===== src/rtl/mul_seq_pkg.sv =====
// mul_seq_pkg
// Shared types and helpers for the streaming multiplier-sequence generator.
//   state_e      : FSM states (IDLE waits for a request, RUN emits beats)
//   clamp_len    : maps a requested length onto 1..seq_len (0 or too large -> seq_len)
//   lane_keep    : keep-mask helper, one bit per lane of a beat
//   beat_is_last : true when a beat holds the final element of the burst
package mul_seq_pkg;

  typedef enum logic {
    IDLE = 1'b0,
    RUN  = 1'b1
  } state_e;

  function automatic int clamp_len(input int cnt, input int seq_len);
    return ((cnt == 0) || (cnt > seq_len)) ? seq_len : cnt;
  endfunction

  // Element index of lane 'lane' in beat 'beat' is beat*lanes + lane (0-based).
  function automatic logic lane_keep(input int beat, input int lane,
                                     input int lanes, input int n);
    return ((beat * lanes) + lane) < n;
  endfunction

  function automatic logic beat_is_last(input int beat, input int lanes,
                                        input int n);
    return ((beat + 1) * lanes) >= n;
  endfunction

endpackage


===== src/rtl/mul_seq_lanes.sv =====
// mul_seq_lanes
// Combinational per-lane offsets X*1 .. X*LANES without a multiplier.
//   x        : operand, already sign/zero-extended to DATA_W
//   lane_off : lane j carries X*(j+1), modulo 2^DATA_W
module mul_seq_lanes
  import mul_seq_pkg::*;
#(
  parameter int DATA_W = 14,
  parameter int LANES  = 4
) (
  input  logic [DATA_W-1:0]             x,
  output logic [LANES-1:0][DATA_W-1:0]  lane_off
);

  // Multiples that are powers of two come straight from a shift; every other
  // lane reuses its neighbour and adds one more X, so the adder chain is
  // never longer than the gap between consecutive powers of two.
  for (genvar j = 0; j < LANES; j++) begin : g_lane
    logic [DATA_W-1:0] val;
    if (((j + 1) & j) == 0) begin : g_pow2
      assign val = x << $clog2(j + 1);
    end else begin : g_inc
      assign val = g_lane[j-1].val + x;
    end
    assign lane_off[j] = val;
  end

endmodule


===== src/rtl/mul_seq_stream.sv =====
// mul_seq_stream
// Accepts operand X and length N, then streams X*1 .. X*N as LANES-wide beats.
// Ports:
//   clk, rst        : clock, synchronous active-high reset
//   InValid/InReady : request handshake carrying DataIn (X) and SeqCnt (N)
//   OutValid/OutReady : beat handshake
//   DataOut         : LANES elements, lane j = X*(OutBeat*LANES + j + 1)
//   OutKeep         : per-lane valid mask, dropped lanes drive zero
//   OutLast         : final beat of the burst
//   OutBeat         : beat index within the burst
module mul_seq_stream
  import mul_seq_pkg::*;
#(
  parameter int  DATA_IN_W  = 8,
  parameter int  SEQ_LEN    = 32,
  parameter int  LANES      = 4,
  parameter bit  SIGNED     = 1'b0,
  parameter int  CNT_W      = $clog2(SEQ_LEN + 1),
  parameter int  DATA_OUT_W = DATA_IN_W + $clog2(SEQ_LEN + 1),
  localparam int BEAT_W     = ((SEQ_LEN / LANES) > 1) ? $clog2(SEQ_LEN / LANES) : 1
) (
  input  logic                          clk,
  input  logic                          rst,
  input  logic                          InValid,
  output logic                          InReady,
  input  logic [DATA_IN_W-1:0]          DataIn,
  input  logic [CNT_W-1:0]              SeqCnt,
  output logic                          OutValid,
  input  logic                          OutReady,
  output logic [LANES*DATA_OUT_W-1:0]   DataOut,
  output logic [LANES-1:0]              OutKeep,
  output logic                          OutLast,
  output logic [BEAT_W-1:0]             OutBeat
);

  localparam int EXT_W = DATA_OUT_W - DATA_IN_W;

  state_e                              state_q, state_d;
  logic [DATA_OUT_W-1:0]               acc_q, acc_d;
  logic [BEAT_W-1:0]                   beat_q, beat_d;
  logic [CNT_W-1:0]                    n_q, n_d;
  logic [LANES-1:0][DATA_OUT_W-1:0]    off_q, off_d;
  logic [LANES-1:0][DATA_OUT_W-1:0]    lane_prod;
  logic [DATA_OUT_W-1:0]               x_ext;
  logic                                last_beat;
  logic                                accept;

  assign x_ext = SIGNED ? {{EXT_W{DataIn[DATA_IN_W-1]}}, DataIn}
                        : {{EXT_W{1'b0}}, DataIn};

  mul_seq_lanes #(
    .DATA_W (DATA_OUT_W),
    .LANES  (LANES)
  ) u_lanes (
    .x        (x_ext),
    .lane_off (lane_prod)
  );

  assign last_beat = beat_is_last(int'(beat_q), LANES, int'(n_q));

  always_ff @(posedge clk) begin
    if (rst) begin
      state_q <= IDLE;
      acc_q   <= '0;
      beat_q  <= '0;
      n_q     <= '0;
      off_q   <= '0;
    end else begin
      state_q <= state_d;
      acc_q   <= acc_d;
      beat_q  <= beat_d;
      n_q     <= n_d;
      off_q   <= off_d;
    end
  end

  // Outputs are decoded purely from registered state, so a stalled beat stays
  // stable. A request accepted on the last-beat handshake overrides the
  // return to IDLE and reloads everything, so the next burst follows with no
  // bubble.
  always_comb begin
    state_d  = state_q;
    acc_d    = acc_q;
    beat_d   = beat_q;
    n_d      = n_q;
    off_d    = off_q;
    InReady  = 1'b0;
    OutValid = 1'b0;
    OutLast  = 1'b0;
    OutKeep  = '0;
    OutBeat  = '0;
    DataOut  = '0;
    accept   = 1'b0;

    case (state_q)
      IDLE: begin
        InReady = 1'b1;
      end
      RUN: begin
        OutValid = 1'b1;
        OutLast  = last_beat;
        OutBeat  = beat_q;
        for (int j = 0; j < LANES; j++) begin
          OutKeep[j] = lane_keep(int'(beat_q), j, LANES, int'(n_q));
          if (OutKeep[j]) begin
            DataOut[j*DATA_OUT_W +: DATA_OUT_W] = acc_q + off_q[j];
          end
        end
        if (OutReady) begin
          if (last_beat) begin
            InReady = 1'b1;
            state_d = IDLE;
          end else begin
            // The top lane is X*LANES, exactly the stride between beats.
            acc_d  = acc_q + off_q[LANES-1];
            beat_d = beat_q + BEAT_W'(1);
          end
        end
      end
      default: begin
        state_d = IDLE;
      end
    endcase

    accept = InValid && InReady;
    if (accept) begin
      state_d = RUN;
      acc_d   = '0;
      beat_d  = '0;
      n_d     = CNT_W'(clamp_len(int'(SeqCnt), SEQ_LEN));
      off_d   = lane_prod;
    end
  end

endmodule


===== config.mk =====
export PLATFORM = sky130hd
export DESIGN_NAME = mul_seq_stream
export DESIGN_NICKNAME = d
export VERILOG_FILES = /design/src/rtl/mul_seq_pkg.sv /design/src/rtl/mul_seq_lanes.sv /design/src/rtl/mul_seq_stream.sv
export SDC_FILE = /design/constraint.sdc
export NUM_CORES = 1
export LEC_CHECK = 0
export BUFFER_PORTS_ARGS = -buffer_cell sky130_fd_sc_hd__buf_4
export CAP_MARGIN = 20
export CORE_ASPECT_RATIO = 0.5
export CORE_MARGIN = 2
export CORE_UTILIZATION = 29
export DETAILED_ROUTE_END_ITERATION = 10
export PLACE_DENSITY = 0.51
export SETUP_SLACK_MARGIN = 0.3
export SLEW_MARGIN = 20
export SYNTH_ARGS = -nofsm -noshare
export SYNTH_HDL_FRONTEND = slang
export SYNTH_SLANG_ARGS = --single-unit

===== constraint.sdc =====
create_clock -name clk -period 6.55 [get_ports clk]
set_clock_uncertainty 0.05 [all_clocks]
set_input_delay 0.9825 -clock clk [delete_from_list [all_inputs] [get_ports clk]]
set_output_delay 0.9825 -clock clk [all_outputs]
set_load 0.005 [all_outputs]

After elaboration in Yosys (flattened, before gate mapping)
Cells that the tools add are included.
- flip-flop bits (word level): 46
- output and inout bits: 66
- word-level logic and storage cells: 46
- add/subtract/negate cells: 10
- $lt $le $gt $ge: 6
- muxes and demuxes: 17
- bitwise operators: 2
- reduce and logical (&&, ||, !) cells: 5
- operator list (cell ; count):
    two-way mux 14 bit ; 4
    two-way mux 56 bit ; 1
    less-than comparator 6 bit ; 3
    adder 14 x 10 -> 14 bit ; 1
    adder 14 bit ; 1
    adder 14 x 8 -> 14 bit ; 1
    adder 14 x 9 -> 14 bit ; 1
    adder 5 x 2 -> 6 bit (second input constant) ; 2
    adder 9 x 8 -> 10 bit ; 1
    two-way mux 1 bit ; 8
    adder 5 x 1 -> 6 bit (second input constant) ; 1
    greater-or-equal comparator 6 bit ; 1
    > comparator 6 bit (second input constant) ; 1
    logical NOT 6 bit ; 1
    less-than comparator 5 x 6 -> 1 bit ; 1
    two-way mux 6 bit ; 1
    adder 3 x 1 -> 4 bit (second input constant) ; 1
    two-way mux 4 bit ; 1
    adder 3 x 1 -> 3 bit (second input constant) ; 1
    two-way mux 3 bit ; 1
    AND reduction 3 bit ; 1
    NOT 1 bit ; 2
    case mux 1 bit (2 select lines) ; 1
    OR reduction 2 bit ; 1
    other kinds (2) ; 2

Depth between registers and ports, before layout
- depth after elaboration: 7
- depth in mapped cells: 9
- depth with buffers taken out: 8

Modules after synthesis
Synthesis repeated with hierarchy kept, for this count alone.
- cells, all modules: 774
- area total of the unflattened synthesis: 6472.5 um2
- modules (own cells, without submodules) (module ; instances ; cells each ; area an instance (um2) ; seq. area each (um2)):
    mul_seq_stream ; 1 ; 659 ; 5587.9 ; 1601.5
    mul_seq_lanes ; 1 ; 115 ; 884.6 ; 0.0

Worst setup path after synthesis
OpenSTA, ideal clock, no wires.
- kind: register to output
- from: reg acc_q[3]
- to: out DataOut[40]
- data arrival time: 2.021 ns
- required time: 5.517 ns
- slack: 3.497 ns
- stages on the path, launching flop included: 8
- buffers on the path: 0
- cell sequence: dfxtp_1 > inv_1 > fa_1 > nor2b_1 > o2111a_1 > nor4b_1 > or4_1 > a21oi_1
- longest elaborated chain between the ends: 3
- ends and longest elaborated chain (element ; line ; RTL):
    start: declaration ; mul_seq_stream.sv:39 ; logic [DATA_OUT_W-1:0] acc_q, acc_d;
    start signal: assignment ; mul_seq_stream.sv:64 ; acc_q <= '0;
    start signal: assignment ; mul_seq_stream.sv:70 ; acc_q <= acc_d;
    adder 14 bit ; mul_seq_stream.sv:106 ; DataOut[j*DATA_OUT_W +: DATA_OUT_W] = acc_q + off_q[j];
    two-way mux 14 bit ; mul_seq_stream.sv:105 ; if (OutKeep[j]) begin
    two-way mux 56 bit ; mul_seq_stream.sv:95 ; case (state_q)
    end: declaration ; mul_seq_stream.sv:30 ; output logic [LANES*DATA_OUT_W-1:0] DataOut,
No other way between the ends.

Final worst setup path
Ends and elaborated chain as after synthesis.

==> impl_metrics.yaml <==
logic_synthesis:
  ys_seq_area_share_pct: 19.7
  avgSynthCellArea_sq_um: 7.52
  yosys.area.top_type: "dfxtp_1"
  synth_ff_type: "dfxtp_1"
  synth.most_common_cell: "nand2_1"
  synth_top_area_share_pct: 19.7
  netlist_top_cells_area: "dfxtp_1 (20%), ha_1 (15%), a21oi_1 (6.7%)"
  ys_types: 64
  synth_edf_count: 0
  synth_warnings: 0
  syn_area_sq_mm: 0.00396
  synth-seq-cells: 39
  async_flop_share_pct: 0
  netlist_top_cells_count: "nand2_1 (57), a21oi_1 (53), nor2_1 (49), ha_1 (47), dfxtp_1 (39)"
  synthCells: 526
worst_setup_path:
  r2r_end: "acc_q[9]"
  r2r_start: "beat_q[0]"
  cp-start-kind: "register"
  worstPathRequired_ns: 5.52
  r2r_setup_slack_ns: 3.79
  reg2regPathDepth: 9
  worstPathMaxFanout: 7
  critPathCaptureType: "output pin"
  critPathKind: "reg2out"
  critPathArrivalTime_ns: 2.73
detailed_routing:
  via_per_inst: 5.06
  num_vias: 3888
  wl_per_cell_um: 15.4
  drtAntennaViolNets: 0
  post-route-drc-count: 0
  wirelength_mm: 11.8
  drt-pass1-iter-count: 4
  drtIter0Drc: 202
floorplanning:
  fp.dieH_um: 86.6
  dieArea_sq_mm: 0.0146
  rows: 30
  core_sq_mm: 0.0134
  ios: 84
  start_util_pct: 29.4
  die_w_um: 169
grt:
  grt_pass1_wl_mm: 18.9
  first_global_vias: 3666
  grt_max_degree: 27
  grt_use_total_pct: 16.2
  antenna_found_initial: 0
  grt_remaining_overflow: 0
sta:
  period_minus_slack_ns: 3.76
  slew_violations: 0
  rsz0062_at_grt: "false"
  setup_violations: 0
  fmax_mhz: 266
  worst_slew_pin_slew_ns: 0.762
  relSlewSlack_pct: 48.8
  setup_tns_ns: 0
  period_share_pct: 57.4
  hold_violations: 0
place:
  numPortBuffers: 80
  postPlaceCellArea_sq_mm: 0.00468
  hpwl_mm: 9.46
  routabilityCongestion: 0.844
  dp.cells: 761
clocking:
  cts_setup_buffers: 0
  cts-buffers-inserted: 5
  insertion_delay_ns: 0.29
  htree_levels: 2
  cts_hold_buf: 0
  clk_pin_slew_ns: 0.06
  cts_tree: "built"
  clockBufferDepth: 2
  root_buffer: "clkbuf_16"
  cts_resized: 0
  cts_sinks: 39
final_layout:
  area_delta_synth_final_pct: 22.3
  diodes: 0
  instances_no_fill: 769
  final_nets: 662
  fin_util_pct: 36.0
  fill_cells: 1480
  final_layout_size_suffix_gt1_share_pct: 16.9
  final_area_sq_mm: 0.00484
status:
  status: "finished, final reports clean"
power:
  ir_drop_mv: 0.0710
  leakagePower_nw: 2.10
  powerDensity_mw_per_mm2: 147
hold_path:
  hold_path_class: "reg2reg"
  min_to: "n_q[4]"
  hold_depth: 2
  worstHoldStart: "n_q[4]"
run:
  max-cap-violations: 0
[metrics by stage]
| step | total power, mW | hold WS [ns] | setup slack, ns |
|---|---|---|---|
| 2_1_floorplan | 0.394 | 0.377 | 3.50 |
| 3_3_place_gp | 0.457 | 0.394 | 3.17 |
| 3_5_place_dp | 0.458 | 0.404 | 3.11 |
| 4_1_cts | 0.718 | 0.413 | 2.77 |
| 5_1_grt | 0.750 | 0.430 | 2.54 |
| 6_report | 0.711 | 0.409 | 2.79 |
[flip-flops by register name, indices dropped and copies added (netlist names)]
register and flops:
n_q 6, beat_q 3, acc_q 12, state_q 1, off_q 17
[cell type report]
cell class,instances,area (sq um),area share [%]
multi-input combinational,435,2960,61.2
sequential,39,781,16.1
clock buffer,6,139,2.87
inverter,30,113,2.33
clock inverter,2,16.3,0.336
timing repair buffer,81,608,12.6
tap,176,220,4.55
[cells by family after synthesis]
kind of cell / Yosys count / share of synthesized area, %
compound gates: 152 / 25.6
flops: 39 / 19.7
other cells: 1 / 0.0948
xor+xnor: 21 / 4.65
simple gates: 201 / 25.4
fa+ha+maj: 52 / 17.4
buf+inv: 54 / 5.60
mux: 6 / 1.52
[critical path, cell delays in order (launching register included)]
cell      delay, ns
dfxtp_1        0.49
inv_1          0.19
fa_1           0.46
nor2b_1        0.21
o2111a_1       0.25
nor4b_1        0.10
or4_1          0.41
a21oi_1        0.18
buf_4          0.14
[layout by cell type (no fill, tap or decap), drive strengths merged, types with 12 or more instances in the layout]
cell    netlist  final
nor3         15     15
ha           47     47
nor2         49     49
a21oi        53     53
nand2        57     57
dfxtp        39     39
nor2b        14     14
o21a         12     12
buf           9     81
or3          16     16
o21ai        28     28
inv          29     29
a211oi       17     17
[worst max path at each step]
stage | startpoint | endpoint | slack [ns] | cells past startpoint
floorplan | acc_q[3] | DataOut[40] | 3.50 | 7
global placement | acc_q[3] | DataOut[40] | 3.17 | 8
detailed placement | beat_q[0] | DataOut[2] | 3.11 | 8
CTS | acc_q[3] | DataOut[40] | 2.77 | 8
global route | acc_q[2] | DataOut[54] | 2.54 | 8
finish | acc_q[3] | DataOut[40] | 2.79 | 8
[routing by layer]
metal	part of all wire (%)	track usage (%)	vias up
met5	0	0	-
met4	0.79	2.80	0
li1	-	-	2014
met1	52	24.0	1774
met2	41	24.5	91
met3	5.7	3.11	9
[report_power, final]
group | internal [mW] | switching [mW]
registers | 0.251 | 0.0176
clock network | 0.152 | 0.107
logic | 0.0764 | 0.107
No activity file was read; power rests on OpenSTA's default activity.
